File: src/rtl/fetch_pkg.sv
// Shared constants, FSM state and FIFO entry type for the instruction fetch unit.
package fetch_pkg;
    localparam logic [31:0] RESET_PC_DEFAULT = 32'h0000_0000;
    localparam logic [31:0] PC_INC           = 32'd4;
    localparam int unsigned FIFO_DEPTH       = 2;

    typedef enum logic {
        ST_RUN   = 1'b0,
        ST_FAULT = 1'b1
    } fetch_state_e;

    typedef struct packed {
        logic [31:0] pc;
        logic [31:0] data;
    } fetch_entry_t;
endpackage

File: src/rtl/fetch_fifo.sv
// Two-entry in-order response buffer holding {pc, data}; flush empties it in one cycle.
module fetch_fifo
    import fetch_pkg::*;
(
    input  logic         clk,
    input  logic         rst_n,
    input  logic         push,
    input  fetch_entry_t push_entry,
    input  logic         pop,
    input  logic         flush,
    output fetch_entry_t head,
    output logic         empty,
    output logic [1:0]   count
);
    fetch_entry_t mem_q [FIFO_DEPTH];
    fetch_entry_t mem_d [FIFO_DEPTH];
    logic         rd_ptr_q, rd_ptr_d;
    logic         wr_ptr_q, wr_ptr_d;
    logic [1:0]   count_q, count_d;
    logic         do_push, do_pop;

    // A push into a full FIFO is only taken when the head leaves in the same cycle.
    assign do_pop  = pop && (count_q != 2'd0);
    assign do_push = push && ((count_q != 2'(FIFO_DEPTH)) || do_pop);

    always_comb begin
        mem_d    = mem_q;
        rd_ptr_d = rd_ptr_q;
        wr_ptr_d = wr_ptr_q;
        count_d  = count_q;
        if (flush) begin
            rd_ptr_d = 1'b0;
            wr_ptr_d = 1'b0;
            count_d  = 2'd0;
        end else begin
            if (do_push) begin
                mem_d[wr_ptr_q] = push_entry;
                wr_ptr_d        = ~wr_ptr_q;
            end
            if (do_pop) begin
                rd_ptr_d = ~rd_ptr_q;
            end
            count_d = count_q + {1'b0, do_push} - {1'b0, do_pop};
        end
    end

    always_ff @(posedge clk) begin
        if (!rst_n) begin
            rd_ptr_q <= 1'b0;
            wr_ptr_q <= 1'b0;
            count_q  <= 2'd0;
        end else begin
            rd_ptr_q <= rd_ptr_d;
            wr_ptr_q <= wr_ptr_d;
            count_q  <= count_d;
        end
    end

    always_ff @(posedge clk) begin
        mem_q <= mem_d;
    end

    assign head  = mem_q[rd_ptr_q];
    assign empty = (count_q == 2'd0);
    assign count = count_q;
endmodule

File: src/rtl/fetch_unit.sv
// Instruction fetch unit: at most two fetches in flight plus buffered, redirect flush/drop.
// Optional FETCH_ALIGN_CHECK_EN adds a misaligned-redirect FAULT state and fetch_fault port.
module fetch_unit
    import fetch_pkg::*;
#(
    parameter logic [31:0] RESET_PC = RESET_PC_DEFAULT
)
(
    input  logic        clk,
    input  logic        rst_n,
    output logic        imem_req,
    output logic [31:0] imem_addr,
    input  logic        imem_gnt,
    input  logic        imem_rvalid,
    input  logic [31:0] imem_rdata,
    input  logic        redirect_valid,
    input  logic [31:0] redirect_pc,
    output logic        instr_valid,
    input  logic        instr_ready,
    output logic [31:0] instructionCode,
    output logic [31:0] instr_pc
`ifdef FETCH_ALIGN_CHECK_EN
    ,
    output logic        fetch_fault
`endif
);
    fetch_state_e state_q, state_d;
    logic [31:0]  pc_q, pc_d;
    logic [31:0]  resp_pc_q, resp_pc_d;
    logic [1:0]   out_q, out_d;
    logic [1:0]   drop_q, drop_d;
    logic [31:0]  redir_pc;
    logic         redir_bad;
    logic         grant, push, pop;
    logic [1:0]   fifo_count;
    logic         fifo_empty;
    fetch_entry_t fifo_head, push_entry;

    assign redir_pc = redirect_pc & ~32'd3;
`ifdef FETCH_ALIGN_CHECK_EN
    assign redir_bad = (redirect_pc[1:0] != 2'b00);
`else
    assign redir_bad = 1'b0;
`endif

    always_ff @(posedge clk) begin
        if (!rst_n) state_q <= ST_RUN;
        else        state_q <= state_d;
    end

    always_comb begin
        state_d = state_q;
        if (redirect_valid) state_d = redir_bad ? ST_FAULT : ST_RUN;
    end

    always_comb begin
        imem_req = rst_n && (state_q == ST_RUN) && !redirect_valid &&
                   (({1'b0, out_q} + {1'b0, fifo_count}) < 3'(FIFO_DEPTH));
`ifdef FETCH_ALIGN_CHECK_EN
        fetch_fault = (state_q == ST_FAULT);
`endif
    end

    assign grant = imem_req && imem_gnt;
    // Responses in the redirect cycle or still owed to a flushed stream never reach the FIFO.
    assign push  = imem_rvalid && !redirect_valid && (drop_q == 2'd0);
    assign pop   = instr_valid && instr_ready;
    assign push_entry = '{pc: resp_pc_q, data: imem_rdata};

    // resp_pc tracks the address of the next response that will be kept.
    always_comb begin
        pc_d      = pc_q;
        resp_pc_d = resp_pc_q;
        out_d     = out_q + {1'b0, grant} - {1'b0, imem_rvalid};
        drop_d    = drop_q;
        if (redirect_valid) begin
            pc_d      = redir_pc;
            resp_pc_d = redir_pc;
            drop_d    = out_q - {1'b0, imem_rvalid};
        end else begin
            if (grant)                         pc_d      = pc_q + PC_INC;
            if (push)                          resp_pc_d = resp_pc_q + PC_INC;
            if (imem_rvalid && drop_q != 2'd0) drop_d    = drop_q - 2'd1;
        end
    end

    always_ff @(posedge clk) begin
        if (!rst_n) begin
            pc_q      <= RESET_PC;
            resp_pc_q <= RESET_PC;
            out_q     <= 2'd0;
            drop_q    <= 2'd0;
        end else begin
            pc_q      <= pc_d;
            resp_pc_q <= resp_pc_d;
            out_q     <= out_d;
            drop_q    <= drop_d;
        end
    end

    fetch_fifo u_fifo (
        .clk        (clk),
        .rst_n      (rst_n),
        .push       (push),
        .push_entry (push_entry),
        .pop        (pop),
        .flush      (redirect_valid),
        .head       (fifo_head),
        .empty      (fifo_empty),
        .count      (fifo_count)
    );

    assign imem_addr       = pc_q;
    assign instr_valid     = !fifo_empty;
    assign instructionCode = fifo_head.data;
    assign instr_pc        = fifo_head.pc;

    a_rvalid_outstanding: assert property (@(posedge clk) disable iff (!rst_n)
        imem_rvalid |-> (out_q != 2'd0));
endmodule

File: config.mk
export PLATFORM = sky130hd
export DESIGN_NAME = fetch_unit
export DESIGN_NICKNAME = d
export VERILOG_FILES = /design/src/rtl/fetch_pkg.sv /design/src/rtl/fetch_fifo.sv /design/src/rtl/fetch_unit.sv
export SDC_FILE = /design/constraint.sdc
export NUM_CORES = 1
export LEC_CHECK = 0
export CAP_MARGIN = 20
export CORE_MARGIN = 5
export CORE_UTILIZATION = 52
export DETAILED_ROUTE_END_ITERATION = 6
export PLACE_DENSITY = 0.79
export SYNTH_ARGS = -nofsm -noshare
export SYNTH_HDL_FRONTEND = slang
export SYNTH_SLANG_ARGS = --single-unit
File: constraint.sdc
create_clock -name clk -period 11.51 [get_ports clk]
set_input_delay 2.8775 -clock clk [delete_from_list [all_inputs] [get_ports clk]]
set_output_delay 2.8775 -clock clk [all_outputs]
set_load 0.02 [all_outputs]
==> results of run 1 <==
## critical path: stages
cell and delay [ns]:
clkdlybuf4s50_1 0.45, buf_4 0.28, nand2b_1 0.31, nor3_1 0.22
clkdlybuf4s50_1 0.63
## worst max path at each step
stage	start	cells past startpoint	slack [ns]	endpoint
after floorplan	redirect_valid	3	1.59	u_fifo.mem_q[100]
final	rst_n	5	3.84	imem_req
after CTS	rst_n	5	3.83	imem_req
after detailed placement	rst_n	5	3.84	imem_req
after global routing	rst_n	5	3.77	imem_req
after global placement	redirect_valid	5	3.86	imem_req
## area by class of cell
| type | count | area, µm² |
|---|---|---|
| inverters | 13 | 48.80 |
| fillers | 1163 | 5137 |
| well taps | 216 | 270.3 |
| flip-flops and latches | 192 | 5086 |
| multi-input cells | 432 | 3077 |
| clock buffers | 20 | 457.9 |
| repair buffers | 168 | 1664 |
| clock inverters | 12 | 86.33 |
## layer usage
metal	up-vias	global-route usage, %
li1	2937	-
met1	2965	28.51
met2	332	34.83
met3	38	5.699
met4	0	7.615
met5	-	0
## per-stage QoR
stage / instance area [µm²] / total power [mW]
finish: 10690 / 1.529
global route: 10690 / 1.594
CTS: 10690 / 1.541
detailed placement: 10150 / 1.009
global placement: 10150 / 1.002
floorplan: 8362 / 0.9142
## power breakdown
| group | internal (mW) | leakage [nW] | switching [mW] |
|---|---|---|---|
| Clock | 0.289 | 0.253 | 0.245 |
| Combinational | 0.0938 | 1.56 | 0.101 |
| Sequential | 0.769 | 1.71 | 0.0313 |
| Total | 1.15 | 3.51 | 0.378 |
## cells in the mapped netlist (18+ instances only)
cell | number | area, µm²
nand3_1 | 21 | 105.1
nand4_1 | 29 | 181.4
nand2_1 | 25 | 93.84
o21ai_0 | 34 | 170.2
a31oi_1 | 23 | 143.9
mux2_2 | 63 | 709.4
edfxtp_1 | 124 | 3724
clkbuf_1 | 28 | 105.1
dfxtp_1 | 68 | 1361
a21oi_1 | 26 | 130.1
and3_1 | 18 | 112.6
## registers in the layout, indices dropped and copies added (netlist names)
signal	cells
drop_q	2
imem_addr	30
out_q	2
resp_pc_q	30
u_fifo.count	2
u_fifo.mem_q	124
u_fifo.rd_ptr_q	1
u_fifo.wr_ptr_q	1
## logic make-up after synthesis
| logic type | after synthesis | synth area share (%) |
|---|---|---|
| buffers and inverters | 51 | 2.487 |
| xor gates and xnor gates | 28 | 2.937 |
| and+or+nand+nor | 198 | 13.80 |
| muxes | 65 | 8.735 |
| AOI/OAI and AO/OA | 128 | 9.664 |
| other | 1 | 0.04491 |
| DFF | 192 | 60.89 |
| adders and majority gates | 9 | 1.438 |
==> impl_metrics.env, run 1 <==
export IMPL_status="finished clean"
export IMPL_fp_dieW_um=136.7
export IMPL_cts_tree="done"
export IMPL_holdPathEnd="u_fifo.mem_q[107]"
export IMPL_worstSetupPathType="primary input to output port"
export IMPL_hold_viol_final=0
export IMPL_drive_above_1_share_pct=12.43
export IMPL_antenna_left=0
export IMPL_synth_seq_area_share_pct=60.89
export IMPL_fin_ws_ns=3.845
export IMPL_wl_met2_mm=9.367
export IMPL_clk_latency_ns=0.43
export IMPL_syn2layout_area_growth_pct=28.02
export IMPL_avgRoutedWirePerCell_um=18.90
export IMPL_post_cts_buffers=0
export IMPL_hold_path_class="flop to flop"
export IMPL_hold_slack_ns=0.5305
export IMPL_relSlewSlack_pct=30.04
export IMPL_io_pins=168
export IMPL_synth_cell_type_count=53
export IMPL_grt_max_degree=64
export IMPL_dr_max_layer_used="met4"
export IMPL_power_leakage_nw=3.514
export IMPL_synth_edf_count=124
export IMPL_drc=0
export IMPL_endpoint_kind="output port"
export IMPL_rr_worst_depth=11
export IMPL_dpl_worst_slack_ns=3.836
export IMPL_grt_pass1_wl_mm=31.49
export IMPL_die_h_um=136.7
export IMPL_hold_depth=0
export IMPL_initialDrtViolationCount=453
export IMPL_grt_pass1_vias=6198
export IMPL_p_per_area_nw_per_um2=143.1
export IMPL_cap_violations=0
export IMPL_core_area_um2=15830
export IMPL_cts_root_buf="clkbuf_16"
export IMPL_irDropWorstVdd_mv=0.1197
export IMPL_cts_sinks=192
export IMPL_tightestPinTransition_ns=1.048
export IMPL_grt_usage_pct=21.66
export IMPL_ctsHoldBuffers=0
export IMPL_min_period_over_period_pct=66.60
export IMPL_rsz0062_at_grt="no"
export IMPL_crit_path_max_fanout=33
export IMPL_place_congestion=0.8850
export IMPL_first_pass_iters=5
export IMPL_synth_avg_cell_area_um2=12.43
export IMPL_layout_common_cells="161 x clkdlybuf4s50_1, 124 x edfxtp_1, 67 x dfxtp_1"
export IMPL_syn_area_um2=8351
export IMPL_cts_max_level=4
export IMPL_fin_util_pct=67.54
export IMPL_ctsResizeCount=0
export IMPL_core_rowCount=46
export IMPL_tns_ns=0
export IMPL_dp_cells=1021
export IMPL_clockBufferDepth=2
export IMPL_regToRegEndpoint="out_q[1]"
export IMPL_avgViaCountPerCell=5.956
export IMPL_syn_inst=672
export IMPL_cts_buffers=17
export IMPL_cp_start_kind="primary input"
export IMPL_reg2reg_from="u_fifo.count[0]"
export IMPL_synth_warnings=0
export IMPL_wl_mm=19.90
export IMPL_wl_met1_mm=8.275
export IMPL_die_area_um2=18690
export IMPL_gr_total_overflow=0
export IMPL_dp_hpwl_mm=13.89
export IMPL_final_common_cell="clkdlybuf4s50_1"
export IMPL_wl_met3_mm=1.870
export IMPL_diodes=0
export IMPL_crit_required_ns=8.63
export IMPL_nets=903
export IMPL_fin_cells=1053
export IMPL_synth_ff_type="edfxtp_1"
export IMPL_clk_pin_slew_ns=0.07
export IMPL_arrival_ns=4.79
export IMPL_ys_async_sr_fraction_pct=0
export IMPL_hp_start="resp_pc_q[11]"
export IMPL_finClkSkew_ns=0.009360
export IMPL_antenna_found_initial=0
export IMPL_fmax_ghz=0.1305
export IMPL_ys_seq_elements=192
export IMPL_setup_viol=0
export IMPL_start_util_pct=52.76
export IMPL_numPortBuffers=161
export IMPL_slew_viol_final=0
export IMPL_reg2reg_slack_ns=8.24
export IMPL_num_vias=6272
export IMPL_fin_crit_ns=7.665
Note: power is estimated with default switching activity, not from simulation.
==> run 2, diff against run 1 <==
- clock period: 11.51 -> 7.1 ns (I/O delays scaled with it)
==> run 2 against run 1 <==
Net effect:
- sequential share of layout area is 0.52 points lower
- worst setup slack worse by 2.2 ns
- non-clock buffer count stayed put
- global-route usage is 0.11 points higher
- register-to-register slack worse by 4.4 ns
- power is 74% higher
- combinational power is 63% higher
- critical path depth stayed put
- sequential power is 62% higher
- wire length is 1.7% higher
- design area is 1.1% higher
- critical path type unchanged
- critical endpoint unchanged
- largest cell class unchanged
==> impl_metrics.env, run 2 (synthesized netlist as in run 1, its figures left out) <==
export IMPL_slew_viol_final=0
export IMPL_cp_startpoint="rst_n"
export IMPL_gr_total_overflow=0
export IMPL_grt_usage_pct=21.77
export IMPL_busiest_layer="met2"
export IMPL_arrival_ns=3.67
export IMPL_cts_buffers=17
export IMPL_diodes=0
export IMPL_met1_usage_pct=28.68
export IMPL_clockBufferDepth=2
export IMPL_avgViaCountPerCell=6.006
export IMPL_ctsResizeCount=0
export IMPL_grt_pass1_wl_mm=31.67
export IMPL_hold_slack_ns=0.5183
export IMPL_avgRoutedWirePerCell_um=19.21
export IMPL_cts_sinks=192
export IMPL_endpoint_kind="output port"
export IMPL_fin_crit_ns=5.445
export IMPL_reg2reg_from="u_fifo.count[0]"
export IMPL_cts_tree="done"
export IMPL_num_vias=6324
export IMPL_hold_path_class="flop to flop"
export IMPL_drc=0
export IMPL_grt_pass1_vias=6187
export IMPL_antenna_found_initial=0
export IMPL_initialDrtViolationCount=437
export IMPL_core_area_um2=15830
export IMPL_tightestPinTransition_ns=1.027
export IMPL_worstSetupPathType="primary input to output port"
export IMPL_regMostFlops="u_fifo.mem_q"
export IMPL_antenna_left=0
export IMPL_grt_util_met2_pct=34.91
export IMPL_regToRegEndpoint="out_q[1]"
export IMPL_p_per_area_nw_per_um2=245.8
export IMPL_core_rowCount=46
export IMPL_start_util_pct=52.76
export IMPL_rsz0062_at_grt="no"
export IMPL_place_congestion=0.9036
export IMPL_layout_common_cells="161 x clkdlybuf4s50_1, 124 x edfxtp_1, 67 x dfxtp_1"
export IMPL_fin_ws_ns=1.655
export IMPL_dp_hpwl_mm=14.25
export IMPL_fillerInstances=1140
export IMPL_irDropWorstVdd_mv=0.1798
export IMPL_power_leakage_nw=3.571
export IMPL_first_pass_iters=5
export IMPL_die_area_um2=18690
export IMPL_numPortBuffers=161
export IMPL_cts_root_buf="clkbuf_16"
export IMPL_ctsHoldBuffers=0
export IMPL_die_h_um=136.7
export IMPL_drive_above_1_share_pct=12.90
export IMPL_syn2layout_area_growth_pct=29.44
export IMPL_final_common_cell="clkdlybuf4s50_1"
export IMPL_cp_start_kind="primary input"
export IMPL_wl_mm=20.23
export IMPL_setup_viol=0
export IMPL_rr_worst_depth=11
export IMPL_finClkSkew_ns=0.01087
export IMPL_reg2reg_slack_ns=3.84
export IMPL_cts_max_level=4
export IMPL_clk_latency_ns=0.43
export IMPL_nets=903
export IMPL_relSlewSlack_pct=31.45
export IMPL_cap_violations=0
export IMPL_fmax_ghz=0.1836
export IMPL_grt_max_degree=64
export IMPL_io_pins=168
export IMPL_dpl_worst_slack_ns=1.651
export IMPL_status="finished clean"
export IMPL_met3_usage_pct=5.515
export IMPL_crit_path_max_fanout=33
export IMPL_crit_required_ns=5.33
export IMPL_tns_ns=0
export IMPL_largest_reg_flops=124
export IMPL_min_period_over_period_pct=76.70
export IMPL_post_cts_buffers=0
export IMPL_clk_pin_slew_ns=0.07
export IMPL_fp_dieW_um=136.7
export IMPL_cp_endpoint="imem_req"
export IMPL_hold_viol_final=0
## run 2: worst min path at each step
| stage | start | end | slack (ns) | cells past startpoint |
|---|---|---|---|---|
| 5_1_grt | resp_pc_q[7] | u_fifo.mem_q[103] | 0.55 | 0 |
| 2_1_floorplan | resp_pc_q[8] | u_fifo.mem_q[104] | 0.42 | 0 |
| 6_report | imem_addr[3] | imem_addr[3] | 0.52 | 2 |
| 3_5_place_dp | imem_addr[3] | imem_addr[3] | 0.51 | 2 |
| 4_1_cts | imem_addr[3] | imem_addr[3] | 0.52 | 2 |
| 3_3_place_gp | resp_pc_q[7] | u_fifo.mem_q[103] | 0.50 | 0 |
## run 2: layout make-up
| type | count | area, µm² | area share, % |
|---|---|---|---|
| flip-flops and latches | 192 | 5086 | 47.05 |
| multi-input cells | 432 | 3085 | 28.55 |
| repair buffers | 168 | 1664 | 15.40 |
| clock buffers | 17 | 425.4 | 3.936 |
| well taps | 216 | 270.3 | 2.500 |
| clock inverters | 15 | 229.0 | 2.118 |
| inverters | 13 | 48.80 | 0.4514 |
## run 2: power by group
group          internal [mW]  switching [mW]
clock                  0.630           0.413
combinational          0.152           0.165
sequential              1.25          0.0514
total                   2.03           0.629
## run 2: critical path, cell delays in order
cell,delay [ns]
clkdlybuf4s50_1,0.45
buf_4,0.29
nand2b_1,0.30
nor3_1,0.22
clkdlybuf4s50_1,0.63
## run 2: stage by stage
stage / cells / total power, mW / instance area (µm²) / utilization [%]
6_report: 1053 / 2.657 / 10810 / 68.29
5_1_grt: 1053 / 2.760 / 10810 / 68.29
4_1_cts: 1053 / 2.675 / 10810 / 68.29
3_5_place_dp: 1021 / 1.637 / 10150 / 64.16
3_3_place_gp: 1021 / 1.624 / 10150 / 64.16
2_1_floorplan: 675 / 1.480 / 8368 / -
## run 2: routing by layer
| layer | part of all wire (%) | vias up | wire, µm |
|---|---|---|---|
| met5 | 0 | - | 0 |
| met4 | 2.1 | 0 | 427 |
| met3 | 9.5 | 40 | 1913 |
| met2 | 47 | 346 | 9448 |
| met1 | 42 | 3015 | 8438 |
| li1 | - | 2923 | - |
